[src/rtl/rob_commit_pkg.sv]
// rob_commit_pkg: entry type codes shared by the reorder buffer and its users
package rob_commit_pkg;
    typedef enum logic [1:0] {
        ROB_TYPE_REG = 2'd0,
        ROB_TYPE_BR  = 2'd1,
        ROB_TYPE_ST  = 2'd2
    } rob_type_e;
endpackage

[src/rtl/rob_commit_query_port.sv]
// rob_query_port: one operand-forwarding lookup, with the live CDB taking priority over stored values
module rob_query_port #(
    parameter int ROB_WIDTH_BIT = 3
) (
    input  logic [ROB_WIDTH_BIT-1:0]      id,
    input  logic [2**ROB_WIDTH_BIT-1:0]   ready_vec,
    input  logic [31:0]                   val_arr [2**ROB_WIDTH_BIT],
    input  logic                          cdb_valid,
    input  logic [ROB_WIDTH_BIT-1:0]      cdb_rob_id,
    input  logic [31:0]                   cdb_val,
    output logic                          ready,
    output logic [31:0]                   val
);
    logic hit;
    always_comb begin
        hit   = cdb_valid && cdb_rob_id == id;
        ready = hit || ready_vec[id];
        val   = hit ? cdb_val : val_arr[id];
    end
endmodule

[src/rtl/rob_commit.sv]
// rob_commit: reorder buffer that allocates, captures CDB results, forwards operands and retires in order
module rob_commit
    import rob_commit_pkg::*;
#(
    parameter int ROB_WIDTH_BIT = 3
) (
    input  logic                     clk_in,
    input  logic                     rst_in,
    input  logic                     rdy_in,
    input  logic                     issue_valid,
    input  logic [1:0]               issue_type,
    input  logic [4:0]               issue_rd,
    input  logic                     issue_pred_taken,
    input  logic [31:0]              issue_alt_pc,
    output logic                     full,
    output logic [ROB_WIDTH_BIT-1:0] tail_id,
    output logic [4:0]               new_reg_id,
    output logic [ROB_WIDTH_BIT-1:0] new_ROB_id,
    input  logic                     cdb_valid,
    input  logic [ROB_WIDTH_BIT-1:0] cdb_rob_id,
    input  logic [31:0]              cdb_val,
    input  logic                     cdb_taken,
    input  logic [ROB_WIDTH_BIT-1:0] rs1_id,
    output logic                     rs1_ready,
    output logic [31:0]              rs1_val,
    input  logic [ROB_WIDTH_BIT-1:0] rs2_id,
    output logic                     rs2_ready,
    output logic [31:0]              rs2_val,
    output logic [4:0]               write_reg_id,
    output logic [ROB_WIDTH_BIT-1:0] write_ROB_id,
    output logic [31:0]              write_val,
    output logic                     store_commit,
    output logic [ROB_WIDTH_BIT-1:0] store_rob_id,
    output logic                     clear_flag,
    output logic [31:0]              redirect_pc
);
    localparam int DEPTH = 2**ROB_WIDTH_BIT;
    logic [ROB_WIDTH_BIT-1:0] head_q, head_d, tail_q, tail_d;
    logic [ROB_WIDTH_BIT:0]   count_q, count_d;
    logic [DEPTH-1:0]         valid_q, valid_d, ready_q, ready_d, pred_q, pred_d, taken_q, taken_d;
    rob_type_e                type_q [DEPTH];
    rob_type_e                type_d [DEPTH];
    logic [4:0]               rd_q [DEPTH];
    logic [4:0]               rd_d [DEPTH];
    logic [31:0]              val_q [DEPTH];
    logic [31:0]              val_d [DEPTH];
    logic [31:0]              alt_q [DEPTH];
    logic [31:0]              alt_d [DEPTH];
    logic                     clear_q, clear_d;
    logic [31:0]              redirect_q, redirect_d;
    logic                     issue_ok, commit_ok, mispredict, cdb_ok, commit_reg;
    always_comb begin
        full       = count_q[ROB_WIDTH_BIT];
        issue_ok   = rdy_in && !clear_q && !full && issue_valid;
        commit_ok  = rdy_in && !clear_q && valid_q[head_q] && ready_q[head_q];
        commit_reg = commit_ok && type_q[head_q] == ROB_TYPE_REG;
        mispredict = commit_ok && type_q[head_q] == ROB_TYPE_BR && taken_q[head_q] != pred_q[head_q];
        cdb_ok     = rdy_in && !clear_q && cdb_valid && valid_q[cdb_rob_id];
        tail_id      = tail_q;
        new_ROB_id   = tail_q;
        new_reg_id   = (issue_ok && issue_type == ROB_TYPE_REG) ? issue_rd : 5'd0;
        write_reg_id = commit_reg ? rd_q[head_q] : 5'd0;
        write_ROB_id = commit_reg ? head_q : '0;
        write_val    = commit_reg ? val_q[head_q] : 32'd0;
        store_commit = commit_ok && type_q[head_q] == ROB_TYPE_ST;
        store_rob_id = store_commit ? head_q : '0;
        clear_flag   = clear_q;
        redirect_pc  = redirect_q;
        head_d  = head_q;
        tail_d  = tail_q;
        valid_d = valid_q;
        ready_d = ready_q;
        pred_d  = pred_q;
        taken_d = taken_q;
        type_d  = type_q;
        rd_d    = rd_q;
        val_d   = val_q;
        alt_d   = alt_q;
        if (cdb_ok) begin
            ready_d[cdb_rob_id] = 1'b1;
            val_d[cdb_rob_id]   = cdb_val;
            taken_d[cdb_rob_id] = cdb_taken;
        end
        if (commit_ok) begin
            valid_d[head_q] = 1'b0;
            head_d          = head_q + ROB_WIDTH_BIT'(1);
        end
        if (issue_ok) begin
            valid_d[tail_q] = 1'b1;
            ready_d[tail_q] = issue_type == ROB_TYPE_ST;
            type_d[tail_q]  = rob_type_e'(issue_type);
            rd_d[tail_q]    = issue_rd;
            pred_d[tail_q]  = issue_pred_taken;
            alt_d[tail_q]   = issue_alt_pc;
            tail_d          = tail_q + ROB_WIDTH_BIT'(1);
        end
        count_d = count_q + (ROB_WIDTH_BIT+1)'(issue_ok) - (ROB_WIDTH_BIT+1)'(commit_ok);
        // a wrong-path branch discards everything younger, including an issue in the same cycle
        if (mispredict) begin
            valid_d = '0;
            ready_d = '0;
            head_d  = '0;
            tail_d  = '0;
            count_d = '0;
        end
        clear_d    = rdy_in ? mispredict : clear_q;
        redirect_d = rdy_in ? (mispredict ? alt_q[head_q] : 32'd0) : redirect_q;
    end
    always_ff @(posedge clk_in) begin
        if (rst_in) begin
            head_q     <= '0;
            tail_q     <= '0;
            count_q    <= '0;
            valid_q    <= '0;
            ready_q    <= '0;
            pred_q     <= '0;
            taken_q    <= '0;
            type_q     <= '{default: ROB_TYPE_REG};
            rd_q       <= '{default: '0};
            val_q      <= '{default: '0};
            alt_q      <= '{default: '0};
            clear_q    <= 1'b0;
            redirect_q <= '0;
        end else begin
            head_q     <= head_d;
            tail_q     <= tail_d;
            count_q    <= count_d;
            valid_q    <= valid_d;
            ready_q    <= ready_d;
            pred_q     <= pred_d;
            taken_q    <= taken_d;
            type_q     <= type_d;
            rd_q       <= rd_d;
            val_q      <= val_d;
            alt_q      <= alt_d;
            clear_q    <= clear_d;
            redirect_q <= redirect_d;
        end
    end
    rob_query_port #(.ROB_WIDTH_BIT(ROB_WIDTH_BIT)) u_q1 (
        .id(rs1_id), .ready_vec(ready_q), .val_arr(val_q), .cdb_valid(cdb_valid),
        .cdb_rob_id(cdb_rob_id), .cdb_val(cdb_val), .ready(rs1_ready), .val(rs1_val)
    );
    rob_query_port #(.ROB_WIDTH_BIT(ROB_WIDTH_BIT)) u_q2 (
        .id(rs2_id), .ready_vec(ready_q), .val_arr(val_q), .cdb_valid(cdb_valid),
        .cdb_rob_id(cdb_rob_id), .cdb_val(cdb_val), .ready(rs2_ready), .val(rs2_val)
    );
endmodule

[config.mk]
export PLATFORM = sky130hd
export DESIGN_NAME = rob_commit
export DESIGN_NICKNAME = d
export VERILOG_FILES = /design/src/rtl/rob_commit_pkg.sv /design/src/rtl/rob_commit_query_port.sv /design/src/rtl/rob_commit.sv
export SDC_FILE = /design/constraint.sdc
export NUM_CORES = 2
export LEC_CHECK = 0
export CORE_ASPECT_RATIO = 0.7
export CORE_UTILIZATION = 37
export DETAILED_ROUTE_END_ITERATION = 10
export PLACE_DENSITY = 0.61
export SKIP_LAST_GASP = 1
export SYNTH_ARGS = -nofsm -noshare
export SYNTH_HDL_FRONTEND = slang
export SYNTH_SLANG_ARGS = --single-unit
export TNS_END_PERCENT = 30
[constraint.sdc]
create_clock -name clk_in -period 4.15 [get_ports clk_in]
set_input_delay 0.415 -clock clk_in [delete_from_list [all_inputs] [get_ports clk_in]]
set_output_delay 0.415 -clock clk_in [all_outputs]
set_load 0.01 [all_outputs]
* After elaboration in Yosys (flattened, before gate mapping) *
Cells that the tools add are included.

cells by class
  add/sub/neg operators = 4
  magnitude comparators = 15
  equal/unequal tests = 6
  mux-type cells = 65
  bitwise gates (word level) = 9
  reduce and logical (&&, ||, !) cells = 26

operators with widths
  cell                                                                                  number
  256-bit bitwise mux                                                                   2
  32-bit 2-to-1 mux                                                                     14
  32-bit binary-select mux with 3-bit select                                            4
  32-bit demux with 3-bit select                                                        2
  40-bit bitwise mux                                                                    1
  8-bit 2-to-1 mux                                                                      4
  5-bit 2-to-1 mux                                                                      5
  8-bit bitwise mux                                                                     3
  1-bit binary-select mux with 3-bit select                                             7
  4-bit greater-or-equal comparator (second input constant)                             5
  3-bit by 4-bit less-than comparator with 1-bit output (second input constant)         5
  3-bit NOT with 4-bit output                                                           5
  1-bit logical AND                                                                     19
  16-bit bitwise mux                                                                    1
  8-bit OR                                                                              2
  5-bit binary-select mux with 3-bit select                                             1
  5-bit demux with 3-bit select                                                         1
  1-bit 2-to-1 mux                                                                      10
  1-bit demux with 3-bit select                                                         3
  3-bit by 1-bit greater-or-equal comparator with 1-bit output (second input constant)  3
  8-bit AND                                                                             1
  4-bit by 1-bit less-than comparator with 1-bit output (second input constant)         2
  8-bit NOT                                                                             1
  3-bit by 1-bit adder with 3-bit output (second input constant)                        2
  other kinds (14)                                                                      22

word-level totals
  register bits after elaboration = 643
  input port bits = 87
  output and inout port bits = 155
  logic and storage cells = 166

* Longest topological paths before layout *
  word-level depth = 9
  gate-level depth with buffers = 13
  gate-level depth less buffers = 11

* By module *
Synthesis repeated with hierarchy kept, for this count alone.

unflattened totals
  cells, all modules = 3,515
  area, all modules = 32,820.2 sq um

by module, submodules not included
  module          instances  cells each  area each (sq um)  seq. area each (sq um)
  rob_commit      1          3,199       27,665.3           12,872.3
  rob_query_port  2          158         2,577.5            0.0

* Worst setup path before layout *
No wires, ideal clock.

  kind = register to register
  from = reg head_q[0]
  to = reg count_q[2]
  setup time = 0.078 ns
  data arrival time = 2.622 ns
  required time = 4.072 ns
  setup slack = 1.450 ns
  stages on the path, launching flop included = 14
  path buffers = 2
  period minus slack after synthesis = 2.700 ns
  path through = dfxtp_1 buf_6 buf_8 mux2i_1 a22o_1 or4_4 inv_2 ha_1 inv_1 ha_1 inv_1 fa_1 xor2_1 nor3_1

between the ends
  word-level cells in the longest chain between the ends = 8
  elaborated cells between the ends (all ways) = 20
  classes of those cells = add/sub: 1; eq/ne: 2; mux: 11; bitwise: 1; reduce/logical: 5

ends and longest elaborated chain
  what                                                                                 RTL line           text
  start: declaration                                                                   rob_commit.sv:38   logic [ROB_WIDTH_BIT-1:0] head_q, head_d, tail_q, tail_d;
  start signal: assignment                                                             rob_commit.sv:111  head_q <= '0;
  start signal: assignment                                                             rob_commit.sv:125  head_q <= head_d;
  branches (longest 8 deep; another with 4-bit by 1-bit subtractor with 4-bit output)  --
  end signal: assignment                                                               rob_commit.sv:127  count_q <= count_d;
  end: declaration                                                                     rob_commit.sv:39   logic [ROB_WIDTH_BIT:0] count_q, count_d;

Several ways; the timed one is not identified. The select of a mux whose other input is x is not followed.
A chain may end at the register's enable or synchronous reset.

* Worst setup path in the final report *
  from = reg head_q[0]
  to = out store_rob_id[2]

between the ends
  word-level cells in the longest chain between the ends = 7
  elaborated cells between the ends (all ways) = 13
  classes of those cells = eq/ne: 1; mux: 8; bitwise: 1; reduce/logical: 3

ends and longest elaborated chain
  what                                                 RTL line          text
  3-bit NOT with 4-bit output (implied by the code)    rob_commit.sv:65  store_commit = commit_ok && type_q[head_q] == ROB_TYPE_ST;
  2-bit binary-select mux with 3-bit select            rob_commit.sv:65
  2-bit 2-to-1 mux (implied by the code) (2 in a row)  rob_commit.sv:65
  2-bit == test                                        rob_commit.sv:65
  1-bit logical AND *                                  rob_commit.sv:65
  3-bit 2-to-1 mux *                                   rob_commit.sv:66  store_rob_id = store_commit ? head_q : '0;
  end: declaration                                     rob_commit.sv:33  output logic [ROB_WIDTH_BIT-1:0] store_rob_id,

Every way passes the cells marked *; elsewhere a longest branch is shown, timed or not. The select of a mux whose other input is x is not followed.

==> summary.md <==
| Metric | Value |
|---|---|
| Synth Instances | `about 3600` |
| Pwr dens | `around 360 mW/mm^2` |
| WL final | `approximately 110 mm` |
| DR iter-0 viols | `2868` |
| #FFs+latches synth | `643` |
| Placed cell count | `between 4000 and 5000` |
| Initial antenna violation count | `4` |
| Total GRT Usage | `24.2%` |
| Required time of the critical path | `3730 ps` |
| Syn Area/Cell | `roughly 9 um^2` |
| Layout cells sized above 1 | `~15%` |
| Die height | `248 um` |
| Worst R2R Start | `head_q[0]` |
| Final Hold Fails | `0` |
| Final-report setup violation count | `0` |
| Peak supply drop | `about 250 uV` |
| Worst Path Arrival | `between 3000 and 4000 ps` |
| Number of core rows | `~90` |
| Largest net degree at the start of global routing | `around 150` |
| Fin crit share | `a little over nine tenths` |
| Synth warn | `0` |
| GR Overflow Total | `0` |
| Initial core utilization | `37.6%` |
| WL per Instance | `approximately 22 um` |
| Dominant cells by area after synthesis | `dfxtp_1, mux4_2, nand2_1` |
| Status | `complete, no violations` |
| Slew Viols, Final | `0` |
| R2R setup slack | `approximately 1000 ps` |
| Critical Path, Cell by Cell | `mux2i_1 > a22o_1 > or4_4 > buf_4 > nor4_1 > clkdlybuf4s50_1` |
| Slew @ Worst Pin | `847 ps` |
| Nets | `roughly 3700` |
| Hold path start | `rst_in` |
| Max Fclk | `between 200 and 300 MHz` |
| Port Buffers | `241` |
| TritonCTS clock tree | `yes` |
| RePlAce Congestion | `0.790` |
| Crit start category | `flip-flop` |
| Placed wire-length estimate | `63.7 mm` |
| MaxCap Viol Count | `0` |
| Register clock-pin slew on the reported worst setup and hold paths | `about 70 ps` |
| CP Buf/Inv Count | `2` |
| Post-synth top area cell | `dfxtp_1` |
| Die area | `around 0.087 mm^2` |
| Area growth syn-to-layout | `17.1%` |
| EDFF count, synth | `0` |
| Setup CP Type | `reg2out` |
| Post-synth top area share | `between 40 and 50%` |
| Mapped Nets | `roughly 3700` |
| Clk_lat worst skew | `slightly above 600 ps` |
| Antenna viol nets, final | `0` |
| Seq/Total Area, Yosys | `40.3%` |
| Final Non-Filler Cells | `~4800` |
| CP max FO | `15` |
| Crit path time final | `3990 ps` |
| Htree depth | `3` |
| Static leakage | `between 0.01 and 0.015 uW` |
| Wire length of the first global-routing pass | `between 150 and 200 mm` |
| First-pass DRT Iterations | `7` |
| Async S/R FF share, synth | `0%` |
| DR vias/cell | `about 5.7` |
| Slowest CP cell | `clkdlybuf4s50_1` |
| CP peak stage delay | `between 600 and 700 ps` |
| Vias | `approximately 27000` |
| Die Wd | `353 um` |
| I/O Pins | `between 200 and 250` |
| Max clock buf depth | `3` |
| CTS Hold Bufs | `0` |
| Rel. slew slack | `about 44%` |
| CTS Buf Count | `a little under 70` |
| Mapped Area | `between 0.03 and 0.04 mm^2` |
| Worst min path class | `in2reg` |
| Clock Root Buffer | `clkbuf_16` |
| RSZ-0062 raised after global routing | `false` |
| Clock Sinks | `approximately 640` |
| Synth Flop Type | `dfxtp_1` |
| Max Clock Skew | `between 20 and 30 ps` |
| DRC violations left | `0` |
| Synth unique cells | `47` |
| Delay-heaviest family, CP | `simple AND/OR/NAND/NOR gates` |
| Critical path launch point | `head_q[0]` |
| Core box area | `around 0.085 mm^2` |
| Total chip power | `about 13000 uW` |
| Crit end category | `output port` |
| Vias in the first global route | `roughly 26000` |
-- final timing paths --
kind / to / cells past startpoint
setup / recovery: store_rob_id[2] / 6
hold / removal: val_q[92] / 2
hold reg to reg: alt_q[39] / 2
setup reg to reg: ready_q[3] / 7
-- routing by layer --
metal	global-route usage, %	routed length (um)	up-vias
li1	-	-	12600
met1	35.0	48400	13400
met2	37.3	48300	1203
met3	4.15	9140	181
met5	0	34	-
met4	6.43	2390	4
-- logic make-up (layout without fill, tap and decap cells) --
logic type	Yosys count	count (layout)	synth area share, %
muxes	387	387	23.1
and+or+nand+nor	1436	1436	18.0
adders and majority gates	7	7	0.298
buffers and inverters	410	467	5.49
xor gates and xnor gates	13	13	0.357
other	0	2	0
DFF	643	643	40.3
AOI/OAI and AO/OA	750	750	12.4
-- registers in the layout (all words and copies together), names as in the netlist --
register,cells
head_q,3
type_q,16
redirect_pc,32
ready_q,8
taken_q,8
val_q,256
count_q,4
alt_q,256
clear_flag,1
rd_q,40
new_ROB_id,3
valid_q,8
pred_q,8
-- cell type report --
class	count	area (um^2)
well taps	1137	1420
flip-flops and latches	643	12900
clock inverters	26	225
repair buffers	336	3430
inverters	10	40.0
multi-input cells	2593	17400
clock buffers	95	1970
fillers	8248	47500
diodes	2	5.00
-- report_power, final --
part | leakage [uW] | internal (uW) | switching [uW]
logic | 0.00569 | 403 | 646
registers | 0.00518 | 6240 | 54.4
clock network | 0.00109 | 3470 | 2660
total | 0.0120 | 10100 | 3360
-- placed cells by master, fill, tap and decap left out, types with 35 or more instances in the layout --
cell,instances
mux2i_1,104
nor2_1,70
a21oi_1,688
nand2_1,1251
clkdlybuf4s50_1,234
buf_4,74
clkbuf_16,69
o31ai_1,35
dfxtp_1,640
mux4_2,280
-- synth_stat cells (all sizes together) (4+ instances only) --
cell type / n
a211oi: 10
buf: 109
a2111oi: 8
inv: 10
nand2: 1255
o31ai: 35
nand4: 4
ha: 6
xor2: 4
nor2: 70
a21oi: 688
dfxtp: 643
clkbuf: 291
and3: 12
xnor2: 9
nor3: 20
or3b: 31
mux2i: 105
and2: 9
nand2b: 4
mux4: 280
nand3: 10
nor2b: 7
-- what timing repair did --
item                                    CTS  global route
pin swaps                                 0             0
resized for setup                         1             3
setup buffers                             0             2
endpoints found under the setup margin    2            43
-- stage by stage --
stage	instance area, um^2	setup TNS [ps]	hold slack, ps	setup WS (ps)	util, %
after floorplan	31900	0	433	1450	-
after global placement	35100	0	439	455	41.4
after detailed placement	35100	0	443	448	41.4
after CTS	37300	-56.4	245	-29.4	44.0
after global routing	37400	0	277	95.3	44.0
final	37400	0	270	164	44.0
(Power assumes the default switching activity.)
